[src/rtl/rcpu_mem_responder.sv]
// RCPU memory-side responder: program/data RAM with host boot-load port,
// a byte output FIFO at IO_ADDR and a status word at STAT_ADDR.
module rcpu_mem_responder #(
  parameter int unsigned    M         = 16,
  parameter int unsigned    AW        = 8,
  parameter int unsigned    FIFO_LOG2 = 2,
  parameter logic [M-1:0]   IO_ADDR   = {M{1'b1}},
  parameter logic [M-1:0]   STAT_ADDR = {{(M-1){1'b1}}, 1'b0}
) (
  input  logic         clk,
  input  logic         rst,
  input  logic [M-1:0] memAddr,
  input  logic [M-1:0] memWrite,
  input  logic         memWE,
  output logic [M-1:0] memRead,
  output logic         cpu_rst,
  input  logic         load_valid,
  input  logic [M-1:0] load_data,
  output logic         load_ready,
  input  logic         load_done,
  output logic         out_valid,
  output logic [7:0]   out_data,
  input  logic         out_ready
);

  localparam int unsigned RAM_WORDS  = 2 ** AW;
  localparam int unsigned FIFO_DEPTH = 2 ** FIFO_LOG2;
  localparam int unsigned CW         = FIFO_LOG2 + 1;

  localparam logic [0:0] ST_LOAD = 1'b0;
  localparam logic [0:0] ST_RUN  = 1'b1;

  logic [0:0]           state_q, state_d;
  logic [AW-1:0]        load_ptr_q, load_ptr_d;
  logic                 load_full_q, load_full_d;
  logic [FIFO_LOG2-1:0] wr_ptr_q, wr_ptr_d;
  logic [FIFO_LOG2-1:0] rd_ptr_q, rd_ptr_d;
  logic [CW-1:0]        count_q, count_d;
  logic                 drop_q, drop_d;

  logic [M-1:0]         ram_q  [RAM_WORDS];
  logic [7:0]           fifo_q [FIFO_DEPTH];

  logic run;
  logic is_io;
  logic is_stat;
  logic load_acc;
  logic cpu_we;
  logic push_req;
  logic push;
  logic pop;
  logic stat_wr;
  logic ram_cpu_we;
  logic fifo_full;
  logic fifo_empty;

  // Address decode and handshake qualifiers
  always_comb begin
    run        = (state_q == ST_RUN);
    is_io      = (memAddr == IO_ADDR);
    is_stat    = (memAddr == STAT_ADDR);
    load_acc   = !run && load_valid && !load_full_q;
    cpu_we     = run && memWE;
    push_req   = cpu_we && is_io;
    stat_wr    = cpu_we && !is_io && is_stat;
    ram_cpu_we = cpu_we && !is_io && !is_stat;
    fifo_full  = (count_q == CW'(FIFO_DEPTH));
    fifo_empty = (count_q == '0);
    pop        = !fifo_empty && out_ready;
    // A pop in the same cycle frees the slot, so a full FIFO still accepts
    push       = push_req && (!fifo_full || pop);
  end

  // Load/run sequencing next state
  always_comb begin
    state_d     = state_q;
    load_ptr_d  = load_ptr_q;
    load_full_d = load_full_q;
    if (state_q == ST_LOAD) begin
      if (load_acc) begin
        load_ptr_d = load_ptr_q + AW'(1);
        if (load_ptr_q == AW'(RAM_WORDS - 1)) begin
          load_full_d = 1'b1;
        end
      end
      if (load_done) begin
        state_d = ST_RUN;
      end
    end
  end

  // Output FIFO pointers, occupancy and sticky drop flag next state
  always_comb begin
    wr_ptr_d = wr_ptr_q;
    rd_ptr_d = rd_ptr_q;
    count_d  = count_q;
    drop_d   = drop_q;
    if (push) begin
      wr_ptr_d = wr_ptr_q + FIFO_LOG2'(1);
    end
    if (pop) begin
      rd_ptr_d = rd_ptr_q + FIFO_LOG2'(1);
    end
    if (push && !pop) begin
      count_d = count_q + CW'(1);
    end else if (pop && !push) begin
      count_d = count_q - CW'(1);
    end
    if (push_req && !push) begin
      drop_d = 1'b1;
    end else if (stat_wr) begin
      drop_d = 1'b0;
    end
  end

  // Control state registers with synchronous active-low reset
  always_ff @(posedge clk) begin
    if (!rst) begin
      state_q     <= ST_LOAD;
      load_ptr_q  <= '0;
      load_full_q <= 1'b0;
      wr_ptr_q    <= '0;
      rd_ptr_q    <= '0;
      count_q     <= '0;
      drop_q      <= 1'b0;
    end else begin
      state_q     <= state_d;
      load_ptr_q  <= load_ptr_d;
      load_full_q <= load_full_d;
      wr_ptr_q    <= wr_ptr_d;
      rd_ptr_q    <= rd_ptr_d;
      count_q     <= count_d;
      drop_q      <= drop_d;
    end
  end

  // RAM write port: host loader while loading, CPU while running; contents survive reset
  always_ff @(posedge clk) begin
    if (rst) begin
      if (load_acc) begin
        ram_q[load_ptr_q] <= load_data;
      end else if (ram_cpu_we) begin
        ram_q[memAddr[AW-1:0]] <= memWrite;
      end
    end
  end

  // FIFO byte storage
  always_ff @(posedge clk) begin
    if (rst && push) begin
      fifo_q[wr_ptr_q] <= memWrite[7:0];
    end
  end

  // Same-cycle read decode, IO word has priority over status over RAM
  always_comb begin
    memRead = '0;
    if (run) begin
      if (is_io) begin
        memRead = '0;
      end else if (is_stat) begin
        memRead = M'({drop_q, fifo_full, !fifo_empty});
      end else begin
        memRead = ram_q[memAddr[AW-1:0]];
      end
    end
  end

  // Status outputs derived directly from registered state
  assign cpu_rst    = run;
  assign load_ready = !run && !load_full_q;
  assign out_valid  = !fifo_empty;
  assign out_data   = fifo_q[rd_ptr_q];

endmodule

[config.mk]
export PLATFORM = sky130hd
export DESIGN_NAME = rcpu_mem_responder
export DESIGN_NICKNAME = d
export VERILOG_FILES = /design/src/rtl/rcpu_mem_responder.sv
export SDC_FILE = /design/constraint.sdc
export NUM_CORES = 2
export LEC_CHECK = 0
export BUFFER_PORTS_ARGS = -buffer_cell sky130_fd_sc_hd__buf_2
export CORE_MARGIN = 2
export CORE_UTILIZATION = 50
export CTS_CLUSTER_DIAMETER = 40
export DETAILED_ROUTE_END_ITERATION = 16
export PLACE_DENSITY_LB_ADDON = 0.25
export SETUP_SLACK_MARGIN = 0.1
export SYNTH_ARGS = -nofsm -noshare
export SYNTH_HDL_FRONTEND = slang
export SYNTH_MEMORY_MAX_BITS = 65536
export SYNTH_SLANG_ARGS = --single-unit
[constraint.sdc]
create_clock -name clk -period 5.25 [get_ports clk]
set_input_delay 0.2625 -clock clk [delete_from_list [all_inputs] [get_ports clk]]
set_output_delay 0.2625 -clock clk [all_outputs]
set_load 0.1 [all_outputs]
==> impl_metrics.yaml <==
status:
  status: "finished with violations"
  failed_checks: "antenna rules, capacitance limit"
sta:
  layout_setup_ws_ns: 0.0846
  finalCritPeriodShare_pct: 98.4
  hold_viol_final: 0
  slew_headroom_pct: 0.924
  fin_skew_ns: 0.0767
  worstMarginPinSlew_ns: 1.48
  max_freq_mhz: 194
  hold_slack_ns: 0.0522
  slew_violations: 0
  rsz0062_at_grt: "no"
  finalSetupTns_ns: 0
  period_minus_slack_ns: 5.17
  final-setup-viol-count: 0
floorplan:
  std_cell_rows: 207
  dieArea_um2: 325000
  start_util_pct: 50.3
  coreArea_um2: 319000
  fp.dieW_um: 570
  die_h_um: 570
  pin_count: 81
global_routing:
  antenna_found_initial: 23
  overflow: 0
  grtUsageTotal_pct: 27.9
  grt_pass1_wl_mm: 633
  use_met3_pct: 7.01
  met1_usage_pct: 38.0
  grt_max_degree: 129
  busiest_layer: "met2"
  first_global_vias: 81300
  gr-usage-met2_pct: 42.9
logic_synthesis:
  avgSynthCellArea_um2: 22.8
  synth-seq-cells: 4148
  synth_cell_type_count: 68
  synth-edff-count: 4128
  ys_warn_count: 0
  yosysSeqAreaShare_pct: 77.5
  synthCells: 7046
  async_reset_ff_share_pct: 0
  synth_nets: 7107
  synth_top_flop_cell: "edfxtp_1"
  synth_area_um2: 160000
cells_and_area:
  fin_util_pct: 59.2
  multi_input_area_um2: 34400
  finalNonFillerCells: 12500
  syn2layout_area_growth_pct: 17.6
  stdcell_area_um2: 189000
  final_common_cell: "edfxtp_1"
  final-seq-area_um2: 124000
  drive_gt1_share_pct: 35.1
  final_cell_mix: "edfxtp_1 (4128), mux4_2 (1136), buf_4 (539), clkbuf_16 (520), nand2_1 (253)"
  nNetsFinal: 7969
  fillers: 22100
worst_setup_path:
  cp.required_ns: 4.99
  crit_type: "flip-flop to output port"
  cp-start-kind: "flip-flop"
  r2r_cells: 8
  worst_setup_path_end_kind: "output port"
  crit_arrival_ns: 4.90
  crit_fanout: 7
detailed_routing:
  vias_per_cell: 6.52
  ant_nets: 1
  vias: 81600
  wire_per_inst_um: 36.3
  wl_mm: 455
  dr.pass1.iters: 6
  drtIter0Drc: 11600
  drc: 0
placement:
  hpwl_mm: 275
  placed_area_um2: 170000
  gp_congestion: 0.922
  io_buffers: 80
  place_ws_ns: 0.190
  placedCellCount: 11500
clocking:
  tritoncts: "yes"
  clk_pin_slew_ns: 0.05
  cts_setup_buffers: 0
  cts.sinks: 4148
  cts_buffers: 518
  htreeDepth: 6
  clock_latency_ns: 1.06
  clockRootBuffer: "clkbuf_16"
  cts_buffer_depth: 4
power_and_ir_drop:
  power_frac_seq_pct: 47.5
  power.share.combinational_pct: 5.5
  switching_power_mw: 17.5
  power_mw: 77.2
  power.density_nw_per_um2: 409
  p_clk_share_pct: 47.0
  vdd_drop_max_v: 0.000336
  p_leak_nw: 60.2
  p_int_mw: 59.7
  power.share.switching_pct: 22.7
flow_run:
  maxCapViolCount: 1
hold_path:
  hold_path_depth: 2
  hold_class: "primary input to flip-flop"
## power by group through the flow
stage          sequential [mW]  combinational (mW)  clock (mW)
3_3_place_gp              37.4                4.10           0
6_report                  36.7                4.27        36.3
2_1_floorplan             37.5                2.32           0
5_1_grt                   36.7                4.38        38.0
4_1_cts                   36.7                4.22        36.6
3_5_place_dp              37.4                4.19           0
## cells in the mapped netlist (5+ instances only)
master / count / area share [%]
edfxtp_1: 4128 / 77
mux4_2: 1136 / 16
nor2_1: 317 / 0.74
nand2_1: 269 / 0.63
mux2i_1: 183 / 1.1
clkbuf_1: 159 / 0.37
buf_2: 92 / 0.29
o21ai_0: 68 / 0.21
buf_4: 57 / 0.27
nand3_1: 56 / 0.17
buf_6: 53 / 0.37
a21oi_1: 51 / 0.16
a221oi_1: 43 / 0.23
a22oi_1: 39 / 0.18
o22ai_1: 27 / 0.11
buf_1: 23 / 0.054
nor3_1: 23 / 0.072
a32oi_1: 22 / 0.12
dfxtp_1: 20 / 0.25
or3_1: 20 / 0.078
a31oi_1: 19 / 0.074
and2_1: 18 / 0.070
or2_2: 18 / 0.070
and3_1: 13 / 0.051
a211oi_1: 10 / 0.047
a22o_1: 10 / 0.055
a311oi_1: 10 / 0.055
nand2b_1: 10 / 0.039
o211ai_1: 10 / 0.047
o221ai_1: 10 / 0.055
inv_1: 9 / 0.021
nor2b_1: 9 / 0.035
o21ai_1: 9 / 0.028
nand4_1: 8 / 0.031
xnor2_1: 8 / 0.044
mux2_2: 7 / 0.049
buf_8: 6 / 0.056
ha_1: 6 / 0.047
and4_1: 5 / 0.027
buf_12: 5 / 0.062
nand3b_1: 5 / 0.023
nor3b_1: 5 / 0.023
## repair_timing
item,CTS,global route
gates resized for setup,1,0
hold buffers,28,0
endpoints found under the setup margin,1,0
hold endpoints to repair,211,0
## sequential cells by signal (all words and copies together) (netlist names), named ones only
signal	count
cpu_rst	1
ram_q	4096
count_q	3
rd_ptr_q	2
load_full_q	1
fifo_q	32
load_ptr_q	8
drop_q	1
wr_ptr_q	2
## critical path: stages (launching register included)
cell      delay, ns
dfxtp_1        0.33
buf_4          0.24
inv_1          0.15
nor2_1         0.39
nand2_1        0.56
a311oi_2       0.83
buf_4          0.22
o21ai_0        0.08
buf_4          0.16
o311ai_1       0.29
buf_2          0.58
## layout make-up
type / instances / area share (%)
multi-input combinational: 2493 / 18.2
inverter: 10 / 0.0272
timing repair buffer: 737 / 3.58
antenna: 19 / 0.0252
clock inverter: 361 / 2.42
clock buffer: 576 / 7.01
sequential: 4148 / 65.9
tap: 4180 / 2.77
## metal layers
layer | up-vias | wire length, um
li1 | 31800 | -
met1 | 43600 | 169000
met2 | 5215 | 212000
met3 | 997 | 49900
met4 | 10 | 23900
met5 | - | 59
## logic make-up (layout without fill, tap and decap cells)
| logic type | after synthesis | after routing | share of synthesized area [%] |
|---|---|---|---|
| other | 0 | 19 | 0 |
| buffers and inverters | 405 | 1684 | 1.49 |
| adders and majority gates | 7 | 7 | 0.0593 |
| AOI/OAI and AO/OA | 364 | 364 | 1.58 |
| muxes | 1326 | 1326 | 17.1 |
| DFF | 4148 | 4148 | 77.5 |
| and+or+nand+nor | 784 | 784 | 2.11 |
| xor gates and xnor gates | 12 | 12 | 0.0655 |
## final timing paths
path                     from      endpoint  slack (ns)
hold / removal    memWrite[5]  fifo_q[0][5]        0.05
hold reg to reg   load_full_q   load_full_q        0.51
setup / recovery      cpu_rst    memRead[5]        0.08
setup reg to reg      cpu_rst  ram_q[88][6]        1.02
Note: power is estimated with default switching activity, not from simulation.
